### src/rtl/fpu_pkg.sv
// fpu_pkg: shared rounding-mode encodings,
// default field widths and the round-up decision
package fpu_pkg;

  localparam int FPU_EXP_W = 5;
  localparam int FPU_MAN_W = 10;

  typedef enum logic [1:0] {
    RND_RNE = 2'b00,
    RND_RTZ = 2'b01,
    RND_RUP = 2'b10,
    RND_RDN = 2'b11
  } rnd_mode_e;

  // g = guard bit, s = round | sticky
  function automatic logic rnd_inc(
    input rnd_mode_e mode,
    input logic      sign,
    input logic      lsb,
    input logic      g,
    input logic      s
  );
    logic inc;
    unique case (1'b1)
      mode == RND_RNE: inc = g & (s | lsb);
      mode == RND_RUP: inc = (g | s) & !sign;
      mode == RND_RDN: inc = (g | s) & sign;
      default:         inc = 1'b0;
    endcase
    return inc;
  endfunction

endpackage

### src/rtl/fpu_normalize_round_if.sv
// fpu_normalize_round_if: valid/ready bundle around
// the normalize/round block (producer and consumer side)
interface fpu_normalize_round_if
  import fpu_pkg::*;
#(
  parameter int EXP_W = FPU_EXP_W,
  parameter int MAN_W = FPU_MAN_W
);

  logic               in_valid;
  logic               in_ready;
  logic               in_sign;
  logic [EXP_W+1:0]   in_exp;
  logic [MAN_W+3:0]   in_man;
  logic               in_sticky;
  logic [1:0]         rnd_mode;

  logic               out_valid;
  logic               out_ready;
  logic               out_sign;
  logic [EXP_W-1:0]   out_exp;
  logic [MAN_W-1:0]   out_man;
  logic               out_overflow;
  logic               out_underflow;
  logic               out_inexact;
  logic               out_zero;

  modport master (
    output in_valid, in_sign, in_exp,
    output in_man, in_sticky, rnd_mode,
    output out_ready,
    input  in_ready, out_valid, out_sign,
    input  out_exp, out_man, out_overflow,
    input  out_underflow, out_inexact, out_zero
  );

  modport slave (
    input  in_valid, in_sign, in_exp,
    input  in_man, in_sticky, rnd_mode,
    input  out_ready,
    output in_ready, out_valid, out_sign,
    output out_exp, out_man, out_overflow,
    output out_underflow, out_inexact, out_zero
  );

endinterface

### src/rtl/fpu_lzc.sv
// fpu_lzc: leading-zero count from the MSB,
// count = WIDTH when the word is all zero
module fpu_lzc #(
  parameter int WIDTH = 13,
  parameter int CNT_W = $clog2(WIDTH + 1)
) (
  input  logic [WIDTH-1:0] din,
  output logic [CNT_W-1:0] cnt,
  output logic             all_zero
);

  // scan upward so the highest set bit wins
  always_comb begin
    cnt = CNT_W'(WIDTH);
    for (int i = 0; i < WIDTH; i++) begin
      if (din[i]) cnt = CNT_W'(WIDTH - 1 - i);
    end
  end

  assign all_zero = ~|din;

endmodule

### src/rtl/fpu_normalize_round.sv
// fpu_normalize_round: S1 normalizes the raw
// mantissa/exponent, S2 rounds, packs and flags
module fpu_normalize_round
  import fpu_pkg::*;
#(
  parameter int EXP_W = FPU_EXP_W,
  parameter int MAN_W = FPU_MAN_W
) (
  input logic clk,
  input logic rst_n,
  fpu_normalize_round_if.slave io
);

  // raw mantissa, internal exponent, lzc widths
  localparam int M  = MAN_W + 4;
  localparam int LW = MAN_W + 3;
  localparam int XE = EXP_W + 3;
  localparam int CW = $clog2(LW + 1);
  localparam int RW = $clog2(M + 1);

  localparam logic signed [XE-1:0] ONE  = XE'(1);
  localparam logic signed [XE-1:0] MAXR = XE'(M);
  localparam logic signed [XE-1:0] EMAX =
    XE'((1 << EXP_W) - 1);

  logic s1_valid;
  logic s2_valid;
  logic s1_adv;
  logic in_fire;

  assign s1_adv      = !s2_valid || io.out_ready;
  assign io.in_ready = rst_n && (!s1_valid || s1_adv);
  assign in_fire     = io.in_valid && io.in_ready;
  assign io.out_valid = s2_valid;

  // ---- S1: normalize ----
  logic signed [XE-1:0] e_in;
  logic signed [XE-1:0] e0;
  logic signed [XE-1:0] e1;
  logic signed [XE-1:0] rdist;
  logic signed [XE-1:0] lim;
  logic signed [XE-1:0] lz_x;
  logic [M-1:0]         m0;
  logic [LW-1:0]        m1;
  logic                 st0;
  logic                 st1;
  logic [CW-1:0]        lz;
  logic                 lz_zero;
  logic [RW-1:0]        rsh;
  logic [CW-1:0]        lsh;

  assign e_in = XE'($signed(io.in_exp));

  // fold a mantissa carry into the exponent first
  always_comb begin
    m0  = io.in_man;
    st0 = io.in_sticky;
    e0  = e_in;
    if (io.in_man[M-1]) begin
      m0  = io.in_man >> 1;
      st0 = io.in_sticky | io.in_man[0];
      e0  = e_in + ONE;
    end
  end

  fpu_lzc #(
    .WIDTH (LW),
    .CNT_W (CW)
  ) u_lzc (
    .din      (m0[LW-1:0]),
    .cnt      (lz),
    .all_zero (lz_zero)
  );

  // left-normalize down to exp 1, or denormalize
  // tiny exponents with sticky collection
  always_comb begin
    rdist = ONE - e0;
    lim   = e0 - ONE;
    lz_x  = $signed({{(XE-CW){1'b0}}, lz});
    rsh   = (rdist > MAXR) ? RW'(M) : rdist[RW-1:0];
    lsh   = (lz_x < lim) ? lz : lim[CW-1:0];
    m1    = m0[LW-1:0];
    st1   = st0;
    e1    = e0;
    if (e0 < ONE) begin
      m1  = LW'(m0 >> rsh);
      st1 = st0 | (|(m0 & ~({M{1'b1}} << rsh)));
      e1  = '0;
    end else if (!io.in_man[M-1]) begin
      m1 = m0[LW-1:0] << lsh;
      e1 = e0 - $signed({{(XE-CW){1'b0}}, lsh});
      if (lz_zero || !m1[LW-1]) e1 = '0;
    end
  end

  logic                 s1_sign;
  rnd_mode_e            s1_rnd;
  logic signed [XE-1:0] s1_exp;
  logic [LW-1:0]        s1_man;
  logic                 s1_sticky;

  // S1 register: word plus captured sign/mode
  always_ff @(posedge clk or negedge rst_n) begin
    if (!rst_n) begin
      s1_valid  <= 1'b0;
      s1_sign   <= 1'b0;
      s1_rnd    <= RND_RNE;
      s1_exp    <= '0;
      s1_man    <= '0;
      s1_sticky <= 1'b0;
    end else begin
      if (io.in_ready) s1_valid <= io.in_valid;
      if (in_fire) begin
        s1_sign   <= io.in_sign;
        s1_rnd    <= rnd_mode_e'(io.rnd_mode);
        s1_exp    <= e1;
        s1_man    <= m1;
        s1_sticky <= st1;
      end
    end
  end

  // ---- S2: round and pack ----
  logic                 g;
  logic                 s;
  logic                 inx;
  logic                 inc;
  logic                 ovf;
  logic                 to_inf;
  logic [MAN_W+1:0]     sum;
  logic signed [XE-1:0] ef;
  logic [MAN_W-1:0]     fr;
  logic [EXP_W-1:0]     eo;
  logic [MAN_W-1:0]     mo;
  logic                 unf;
  logic                 zro;

  // increment, renormalize on carry, saturate
  always_comb begin
    g   = s1_man[1];
    s   = s1_man[0] | s1_sticky;
    inx = g | s;
    inc = rnd_inc(s1_rnd, s1_sign, s1_man[2], g, s);
    sum = {1'b0, s1_man[LW-1:2]}
        + {{(MAN_W+1){1'b0}}, inc};
    ef  = s1_exp;
    fr  = sum[MAN_W-1:0];
    if (sum[MAN_W+1]) begin
      ef = s1_exp + ONE;
      fr = sum[MAN_W:1];
    end else if (s1_exp == '0 && sum[MAN_W]) begin
      ef = ONE;
    end
    ovf    = ef >= EMAX;
    to_inf = (s1_rnd == RND_RNE)
          || (s1_rnd == RND_RUP && !s1_sign)
          || (s1_rnd == RND_RDN && s1_sign);
    eo = ef[EXP_W-1:0];
    mo = fr;
    if (ovf) begin
      eo = to_inf ? '1 : {{(EXP_W-1){1'b1}}, 1'b0};
      mo = to_inf ? '0 : '1;
    end
    unf = (ef == '0) && inx;
    zro = (ef == '0) && (fr == '0);
  end

  logic             o_sign;
  logic [EXP_W-1:0] o_exp;
  logic [MAN_W-1:0] o_man;
  logic             o_ovf;
  logic             o_unf;
  logic             o_inx;
  logic             o_zero;

  // S2 register: held while downstream stalls
  always_ff @(posedge clk or negedge rst_n) begin
    if (!rst_n) begin
      s2_valid <= 1'b0;
      o_sign   <= 1'b0;
      o_exp    <= '0;
      o_man    <= '0;
      o_ovf    <= 1'b0;
      o_unf    <= 1'b0;
      o_inx    <= 1'b0;
      o_zero   <= 1'b0;
    end else if (s1_adv) begin
      s2_valid <= s1_valid;
      if (s1_valid) begin
        o_sign <= s1_sign;
        o_exp  <= eo;
        o_man  <= mo;
        o_ovf  <= ovf;
        o_unf  <= unf;
        o_inx  <= inx | ovf;
        o_zero <= zro;
      end
    end
  end

  assign io.out_sign      = o_sign;
  assign io.out_exp       = o_exp;
  assign io.out_man       = o_man;
  assign io.out_overflow  = o_ovf;
  assign io.out_underflow = o_unf;
  assign io.out_inexact   = o_inx;
  assign io.out_zero      = o_zero;

endmodule
### src/flat_wrapper.sv
// flat-port wrapper written by rule: the top's interface ports become plain ports
module fpu_normalize_round_flat import fpu_pkg::*;
#(
  parameter int EXP_W = FPU_EXP_W,
  parameter int MAN_W = FPU_MAN_W
)
  (clk, rst_n, io_in_valid, io_in_sign, io_in_exp, io_in_man, io_in_sticky, io_rnd_mode, io_out_ready, io_in_ready, io_out_valid, io_out_sign, io_out_exp, io_out_man, io_out_overflow, io_out_underflow, io_out_inexact, io_out_zero);
  fpu_normalize_round_if #(.EXP_W(EXP_W), .MAN_W(MAN_W)) io_i ();
  input logic clk;
  input logic rst_n;
  input wire logic [$bits(io_i.in_valid)-1:0] io_in_valid;
  input wire logic [$bits(io_i.in_sign)-1:0] io_in_sign;
  input wire logic [$bits(io_i.in_exp)-1:0] io_in_exp;
  input wire logic [$bits(io_i.in_man)-1:0] io_in_man;
  input wire logic [$bits(io_i.in_sticky)-1:0] io_in_sticky;
  input wire logic [$bits(io_i.rnd_mode)-1:0] io_rnd_mode;
  input wire logic [$bits(io_i.out_ready)-1:0] io_out_ready;
  output wire logic [$bits(io_i.in_ready)-1:0] io_in_ready;
  output wire logic [$bits(io_i.out_valid)-1:0] io_out_valid;
  output wire logic [$bits(io_i.out_sign)-1:0] io_out_sign;
  output wire logic [$bits(io_i.out_exp)-1:0] io_out_exp;
  output wire logic [$bits(io_i.out_man)-1:0] io_out_man;
  output wire logic [$bits(io_i.out_overflow)-1:0] io_out_overflow;
  output wire logic [$bits(io_i.out_underflow)-1:0] io_out_underflow;
  output wire logic [$bits(io_i.out_inexact)-1:0] io_out_inexact;
  output wire logic [$bits(io_i.out_zero)-1:0] io_out_zero;
  assign io_i.in_valid = io_in_valid;
  assign io_i.in_sign = io_in_sign;
  assign io_i.in_exp = io_in_exp;
  assign io_i.in_man = io_in_man;
  assign io_i.in_sticky = io_in_sticky;
  assign io_i.rnd_mode = io_rnd_mode;
  assign io_i.out_ready = io_out_ready;
  assign io_in_ready = io_i.in_ready;
  assign io_out_valid = io_i.out_valid;
  assign io_out_sign = io_i.out_sign;
  assign io_out_exp = io_i.out_exp;
  assign io_out_man = io_i.out_man;
  assign io_out_overflow = io_i.out_overflow;
  assign io_out_underflow = io_i.out_underflow;
  assign io_out_inexact = io_i.out_inexact;
  assign io_out_zero = io_i.out_zero;
  fpu_normalize_round #(.EXP_W(EXP_W), .MAN_W(MAN_W)) u_core (.clk(clk), .rst_n(rst_n), .io(io_i));
endmodule
### config.mk
export PLATFORM = sky130hd
export DESIGN_NAME = fpu_normalize_round_flat
export DESIGN_NICKNAME = d
export VERILOG_FILES = /design/src/rtl/fpu_pkg.sv /design/src/rtl/fpu_normalize_round_if.sv /design/src/rtl/fpu_lzc.sv /design/src/rtl/fpu_normalize_round.sv /design/src/flat_wrapper.sv
export SDC_FILE = /design/constraint.sdc
export NUM_CORES = 1
export LEC_CHECK = 0
export ABC_AREA = 1
export CORE_MARGIN = 2
export CORE_UTILIZATION = 35
export CTS_CLUSTER_DIAMETER = 150
export DETAILED_ROUTE_END_ITERATION = 12
export PLACE_DENSITY = 0.59
export SETUP_SLACK_MARGIN = 0.4
export SLEW_MARGIN = 30
export SYNTH_ARGS = -nofsm -noshare
export SYNTH_HDL_FRONTEND = slang
export SYNTH_SLANG_ARGS = --single-unit
export TNS_END_PERCENT = 20
### constraint.sdc
create_clock -name clk -period 8.8 [get_ports clk]
set_input_delay 2.64 -clock clk [delete_from_list [all_inputs] [get_ports clk]]
set_output_delay 2.64 -clock clk [all_outputs]
set_load 0.02 [all_outputs]
==> results.py, run 1 <==
metrics = {
    "logic_synthesis": {
        "async_flop_share_pct": 100,
        "yosys_warnings": 0,
        "netlist_area_sq_um": 4950,
        "ys_ff_latch": 47,
        "synthesis.instances": 798,
        "synth_seq_area_share_pct": 23.7,
        "synth_edf_count": 0,
        "avgSynthCellArea_sq_um": 6.21,
        "syn_nets": 842,
        "ys_types": 52,
        "ys.flop_type": "dfrtp_1",
    },
    "sta": {
        "fmax_mhz": 142,
        "maxSlewHeadroom_pct": 45.3,
        "setup_viol": 0,
        "tns_ns": 0,
        "finalWorstSetupSlack_ns": 1.78,
        "timing.final.crit_share_pct": 79.8,
        "grt_setup_unrepaired": "false",
        "slew_violations": 0,
        "min_period_ns": 7.02,
        "finalClockSkew_ns": 0.00547,
        "tightest_slew_ns": 0.815,
        "hold_violations": 0,
    },
    "power_and_ir_drop": {
        "leakage_nw": 2.74,
        "pwr-share-seq_pct": 31.4,
        "p_sw_share_pct": 42.4,
        "intPower_mw": 0.573,
        "p_clk_share_pct": 18.1,
        "power_density_nw_per_um2": 175,
        "p_sw_mw": 0.421,
        "ir_drop_uv": 76.3,
        "p_comb_share_pct": 50.4,
    },
    "floorplan": {
        "core_sq_um": 13900,
        "fp-row-count": 43,
        "die_h_microns": 123,
        "die_w_microns": 123,
        "initial_utilization_pct": 35.7,
        "pin_count": 51,
        "dieArea_sq_um": 15100,
    },
    "placed_design": {
        "place.gp.congestion": 0.940,
        "io_buffers": 50,
        "preCtsSetupSlack_ns": 1.52,
        "place_hpwl_microns": 11100,
        "place_inst": 1007,
    },
    "worst_setup_path": {
        "arrival_ns": 7.20,
        "end_kind": "flop",
        "critPathRequiredTime_ns": 8.98,
        "startpoint_type": "input port",
        "critPathKind": "input port to flop",
        "crit_slowest_cell": "clkdlybuf4s50_1",
        "cp_max_fo": 36,
        "cpPeakStageDelay_ns": 0.45,
        "critPathMostFrequentCell": "nand2_1",
    },
    "clock_network": {
        "path_clk_slew_ns": 0.06,
        "cts_tree": "yes",
        "clockBufferDepth": 2,
        "post_cts.repair.setup_buffers": 0,
        "clockRootBuffer": "clkbuf_16",
        "postCtsResizedCells": 0,
        "cts_buffers": 5,
        "cts_num_sinks": 47,
        "postCtsHoldBufs": 0,
        "clock_tree.htree_level_count": 2,
        "clk_latency_ns": 0.29,
    },
    "global_route": {
        "track_usage_pct": 19.0,
        "grt_pass1_vias": 4846,
        "grt_start_max_net_pins": 49,
        "grt_first_pass_wirelength_microns": 23200,
        "grt_antenna_before_repair": 0,
        "grt_overflow_total": 0,
    },
    "route": {
        "drc": 0,
        "vias": 5122,
        "postRouteAntennaNets": 0,
        "drt_first_iter_violations": 407,
        "drt_wl_total_microns": 13900,
        "vias_per_cell": 5.05,
        "drt_pass1_iterations": 6,
        "routedWlPerCell_microns": 13.7,
    },
    "final_layout": {
        "fin_cells": 1015,
        "num-nets-final": 878,
        "multiInputGateArea_sq_um": 3240,
        "diodes": 0,
        "fill_cells": 1488,
        "drive_gt1_share_pct": 8.98,
        "synthToLayoutAreaGrowth_pct": 14.5,
        "regArea_sq_um": 1180,
    },
    "job": {
        "drv_cap": 0,
    },
    "hold_path": {
        "hold_path_class": "flop to flop",
    },
    "status": {
        "status": "completed",
    },
}
[through the flow]
stage	hold WS, ns	power [mW]	cell area, sq um	util [%]
global route	0.515	1.08	5670	40.9
finish	0.486	0.994	5670	40.9
CTS	0.487	0.999	5670	40.9
detailed placement	0.471	0.815	5530	39.9
global placement	0.467	0.815	5530	39.9
floorplan	0.449	0.648	4950	-
[worst paths after layout]
check / from / cells past startpoint / to / slack [ns]
max: io_in_man[13] / 32 / u_core.s1_exp[6] / 1.78
min: u_core.io.out_sign / 2 / u_core.io.out_sign / 0.49
max reg2reg: u_core.s1_rnd[0] / 19 / u_core.io.out_man[5] / 4.68
min reg2reg: u_core.io.out_sign / 2 / u_core.io.out_sign / 0.49
max in group asynchronous: rst_n / 2 / u_core.s1_exp[5] / 5.97
min in group asynchronous: rst_n / 2 / u_core.io.out_inexact / 2.44
[flip-flops by register name (all words and copies together), names as in the netlist]
name / cells
u_core.s1_man: 13
u_core.io.out_man: 10
u_core.s1_exp: 8
u_core.io.out_exp: 5
u_core.s1_rnd: 2
u_core.io.out_inexact: 1
u_core.io.out_overflow: 1
u_core.io.out_sign: 1
u_core.io.out_underflow: 1
u_core.io.out_valid: 1
u_core.io.out_zero: 1
u_core.s1_sign: 1
u_core.s1_sticky: 1
u_core.s1_valid: 1
[cell families after synthesis]
family,after synthesis,share of synthesized area [%]
and+or+nand+nor,448,40.3
AOI/OAI and AO/OA,144,17.4
buffers and inverters,123,10.9
DFF,47,23.7
xor gates and xnor gates,21,3.86
adders and majority gates,15,3.79
[cells in the mapped netlist (2+ instances only)]
cell type,count,area (sq um)
nand2_1,261,980
inv_1,76,285
nand3_1,73,365
nor2_1,50,188
dfrtp_1,47,1180
o21ai_1,39,195
a21oi_1,32,160
o21ai_0,32,160
xor2_1,20,175
inv_2,18,67.6
nand2_2,16,100
ha_1,15,188
nor3_1,11,55.1
clkbuf_1,9,33.8
nand4_1,7,43.8
a31oi_1,6,37.5
buf_6,6,67.6
o211ai_1,6,45.0
buf_2,5,25.0
nand3_2,5,50.1
o21ai_2,5,43.8
buf_4,4,30.0
clkinv_1,4,15.0
nor4_1,4,25.0
o21ai_4,4,65.1
o22ai_1,4,25.0
o31ai_1,4,30.0
and2_1,3,18.8
nor2_2,3,18.8
a211oi_1,2,15.0
nand2_4,2,22.5
nand3b_1,2,15.0
nor3_2,2,20.0
nor4_2,2,25.0
o21a_1,2,15.0
[per-layer routing]
layer  vias to the layer above  GRT usage [%]  wire length, microns
met3                        28           1.80                   651
met5                         -              0                     0
met1                      2264           25.3                  6530
li1                       2672              -                     -
met4                         0           6.82                   384
met2                       158           32.2                  6350
[power groups by stage]
stage / logic (mW) / clock network [mW] / registers (mW)
after floorplan: 0.289 / 0 / 0.359
after global placement: 0.500 / 0 / 0.315
after detailed placement: 0.498 / 0 / 0.317
after CTS: 0.500 / 0.185 / 0.313
after global routing: 0.561 / 0.195 / 0.321
final: 0.501 / 0.180 / 0.312
[area by class of cell]
| type | count | area share (%) |
|---|---|---|
| multi-input cells | 628 | 57.1 |
| flip-flops and latches | 47 | 20.7 |
| repair buffers | 54 | 9.27 |
| inverters | 98 | 6.49 |
| well taps | 180 | 3.97 |
| clock buffers | 7 | 2.34 |
| clock inverters | 1 | 0.0882 |
[placed cells by master, fill, tap and decap left out, drive strengths merged, types with 2 or more instances in the layout]
cell	n
and2	3
nand2	279
a211oi	3
xor2	21
a31oi	6
o211ai	6
buf	5
nand3	78
o21ai	80
clkbuf	7
nor3	13
a21oi	33
ha	15
o22ai	4
clkinv	5
nor4	6
clkdlybuf4s50	49
nand3b	3
nor2	54
nand4	8
dfrtp	47
o21a	2
or2	3
inv	94
o31ai	4
[critical path: cells and delay by family]
| family | cells | cell delay, ns |
|---|---|---|
| AO/OA/AOI/OAI | 2 | 0.68 |
| adder cells (fa/ha/maj) | 2 | 0.42 |
| buffers and inverters | 6 | 1.43 |
| AND/OR/NAND/NOR | 22 | 1.98 |
Note: power is estimated with default switching activity, not from simulation.
==> run 2: changes to the inputs <==
--- a/config.mk
+++ b/config.mk
@@ -10,7 +10,7 @@
 export CORE_UTILIZATION = 35
 export CTS_CLUSTER_DIAMETER = 150
 export DETAILED_ROUTE_END_ITERATION = 12
-export PLACE_DENSITY = 0.59
+export PLACE_DENSITY = 0.61
 export SETUP_SLACK_MARGIN = 0.4
 export SLEW_MARGIN = 30
 export SYNTH_ARGS = -nofsm -noshare
==> constraint.sdc (replaced) <==
create_clock -name clk -period 5.7 [get_ports clk]
set_input_delay 1.71 -clock clk [delete_from_list [all_inputs] [get_ports clk]]
set_output_delay 1.71 -clock clk [all_outputs]
set_load 0.02 [all_outputs]
==> run 2 against run 1 <==
Cell area rose by 6.1%. Via count rose by 4.5%. Critical path depth fell by 8. Largest cell class unchanged. Highest routed layer unchanged.
==> results.py, run 2 (synthesized netlist as in run 1, its figures left out) <==
metrics = {
    "worst_setup_path": {
        "cpPeakStageDelay_ns": 0.48,
        "end_kind": "flop",
        "critPathMostFrequentCell": "nand2_1",
        "r2r-start": "u_core.s1_rnd[0]",
        "path_cells": "clkdlybuf4s50_1, nand2_1, and2_1, inv_1, nor2_1, o31ai_2, nand3_1, nand3_1, nand3_1, inv_1, ha_1, nand2_1, nand2_1, nand2_1, nand2_1, nand2_2, nand2_4, buf_4, nand2_2, nand2_4, nor2_1, o21ai_0, o21ai_1, a21o_1",
        "r2r_setup_slack_ns": 1.60,
        "arrival_ns": 5.22,
        "critPathRequiredTime_ns": 5.93,
        "startpoint_type": "input port",
        "timing.rr.end": "u_core.io.out_man[7]",
        "crit_slowest_cell": "clkdlybuf4s50_1",
        "cp_max_fo": 10,
        "reg2regPathDepth": 19,
        "critPathKind": "input port to flop",
    },
    "sta": {
        "timing.final.crit_share_pct": 87.7,
        "grt_setup_unrepaired": "true",
        "setup_viol": 0,
        "fmax_mhz": 200,
        "hold_violations": 0,
        "maxSlewHeadroom_pct": 48.5,
        "min_period_ns": 5.00,
        "finalClockSkew_ns": 0.00417,
        "slew_violations": 0,
        "tns_ns": 0,
        "tightest_slew_ns": 0.773,
    },
    "clock_network": {
        "cts_num_sinks": 47,
        "clockRootBuffer": "clkbuf_16",
        "postCtsHoldBufs": 0,
        "clock_tree.htree_level_count": 2,
        "path_clk_slew_ns": 0.06,
        "clockBufferDepth": 2,
        "cts_tree": "yes",
        "cts_buffers": 5,
        "clk_latency_ns": 0.28,
    },
    "final_layout": {
        "largest_reg_flops": 13,
        "drive_gt1_share_pct": 13.6,
        "diodes": 0,
        "final_common_cell": "nand2_1",
        "regMostFlops": "u_core.s1_man",
        "fin_util_pct": 43.4,
        "synthToLayoutAreaGrowth_pct": 21.5,
        "num-nets-final": 918,
        "final_cell_mix": "nand2_1 (260), inv_1 (76), nand3_1 (73)",
    },
    "placed_design": {
        "place_hpwl_microns": 12000,
        "place.gp.congestion": 0.947,
        "io_buffers": 50,
    },
    "power_and_ir_drop": {
        "ir_drop_uv": 109,
        "total_power_mw": 1.57,
        "power_density_nw_per_um2": 260,
        "leakage_nw": 2.95,
    },
    "hold_path": {
        "min_to": "u_core.io.out_overflow",
        "min_path_cells": 2,
        "hold_path_class": "flop to flop",
        "min-delay-start": "u_core.io.out_overflow",
    },
    "global_route": {
        "grt_pass1_vias": 5093,
        "grt_first_pass_wirelength_microns": 24400,
        "grt_antenna_before_repair": 0,
        "grt_overflow_total": 0,
        "track_usage_pct": 20.2,
        "grt_start_max_net_pins": 48,
    },
    "floorplan": {
        "core_sq_um": 13900,
        "die_h_microns": 123,
        "die_w_microns": 123,
        "pin_count": 51,
        "initial_utilization_pct": 35.7,
        "dieArea_sq_um": 15100,
        "fp-row-count": 43,
    },
    "route": {
        "postRouteAntennaNets": 0,
        "vias": 5353,
        "drt_pass1_iterations": 6,
        "vias_per_cell": 5.08,
        "drc": 0,
        "routedWlPerCell_microns": 13.9,
        "drt_wl_total_microns": 14700,
        "drt_first_iter_violations": 378,
    },
    "status": {
        "status": "completed",
    },
    "job": {
        "drv_cap": 0,
    },
}
run 2: cell count changes in the layout (fill, tap and decap cells not counted), sizes merged:
cell | previous run | this run
clkinv | 5 | 4
clkdlybuf4s50 | 49 | 48
buf | 5 | 45
clkbuf | 7 | 6
dlygate4sd2 | 0 | 1
run 2: stage by stage:
stage	setup WS [ns]	hold slack, ns	cells	cell area, sq um
3_3_place_gp	0.129	0.465	1046	5830
5_1_grt	0.327	0.504	1053	6020
4_1_cts	0.408	0.482	1052	5950
6_report	0.702	0.477	1053	6020
3_5_place_dp	0.0672	0.466	1046	5830
2_1_floorplan	0.691	0.449	798	4950
run 2: report_power, final:
| group | switching [mW] | internal (mW) | leakage [nW] |
|---|---|---|---|
| Clock | 0.109 | 0.158 | 0.0628 |
| Combinational | 0.487 | 0.329 | 2.30 |
| Sequential | 0.0590 | 0.425 | 0.578 |
run 2: layout make-up:
type	count	area, sq um
clock buffers	6	129
fillers	1497	7860
inverters	98	368
multi-input cells	628	3280
flip-flops and latches	47	1180
well taps	180	225
repair buffers	94	837
run 2: how the worst max path moves through the flow:
stage / startpoint / endpoint / slack [ns] / cells past startpoint
after floorplan: io_in_man[13] / u_core.s1_exp[6] / 0.69 / 31
after global placement: io_in_man[13] / u_core.s1_exp[4] / 0.13 / 31
after detailed placement: io_in_man[13] / u_core.s1_exp[4] / 0.07 / 31
after CTS: io_in_exp[0] / u_core.s1_exp[6] / 0.41 / 32
after global routing: io_in_exp[0] / u_core.s1_exp[6] / 0.33 / 30
final: io_in_man[3] / u_core.s1_man[5] / 0.70 / 24
run 2: routing by layer:
| metal | global-route usage, % | wire length (microns) | up-vias |
|---|---|---|---|
| met2 | 34.7 | 6680 | 172 |
| met1 | 26.7 | 6780 | 2384 |
| met5 | 0 | 0 | - |
| met4 | 6.46 | 452 | 0 |
| li1 | - | - | 2759 |
| met3 | 1.85 | 767 | 38 |
run 2: timing repair:
item,in CTS,in global routing
gates resized for setup,1,9
gates cloned,0,0
endpoints found under the hold margin,0,0
pin swaps,0,2
endpoints found under the setup margin,2,22
setup buffers,0,1
run 2: worst max-delay path, delay by kind of cell:
| kind | cells | cell delay, ns |
|---|---|---|
| AO/OA/AOI/OAI | 4 | 0.79 |
| adder cells (fa/ha/maj) | 1 | 0.24 |
| buffers and inverters | 4 | 0.89 |
| AND/OR/NAND/NOR | 15 | 1.57 |
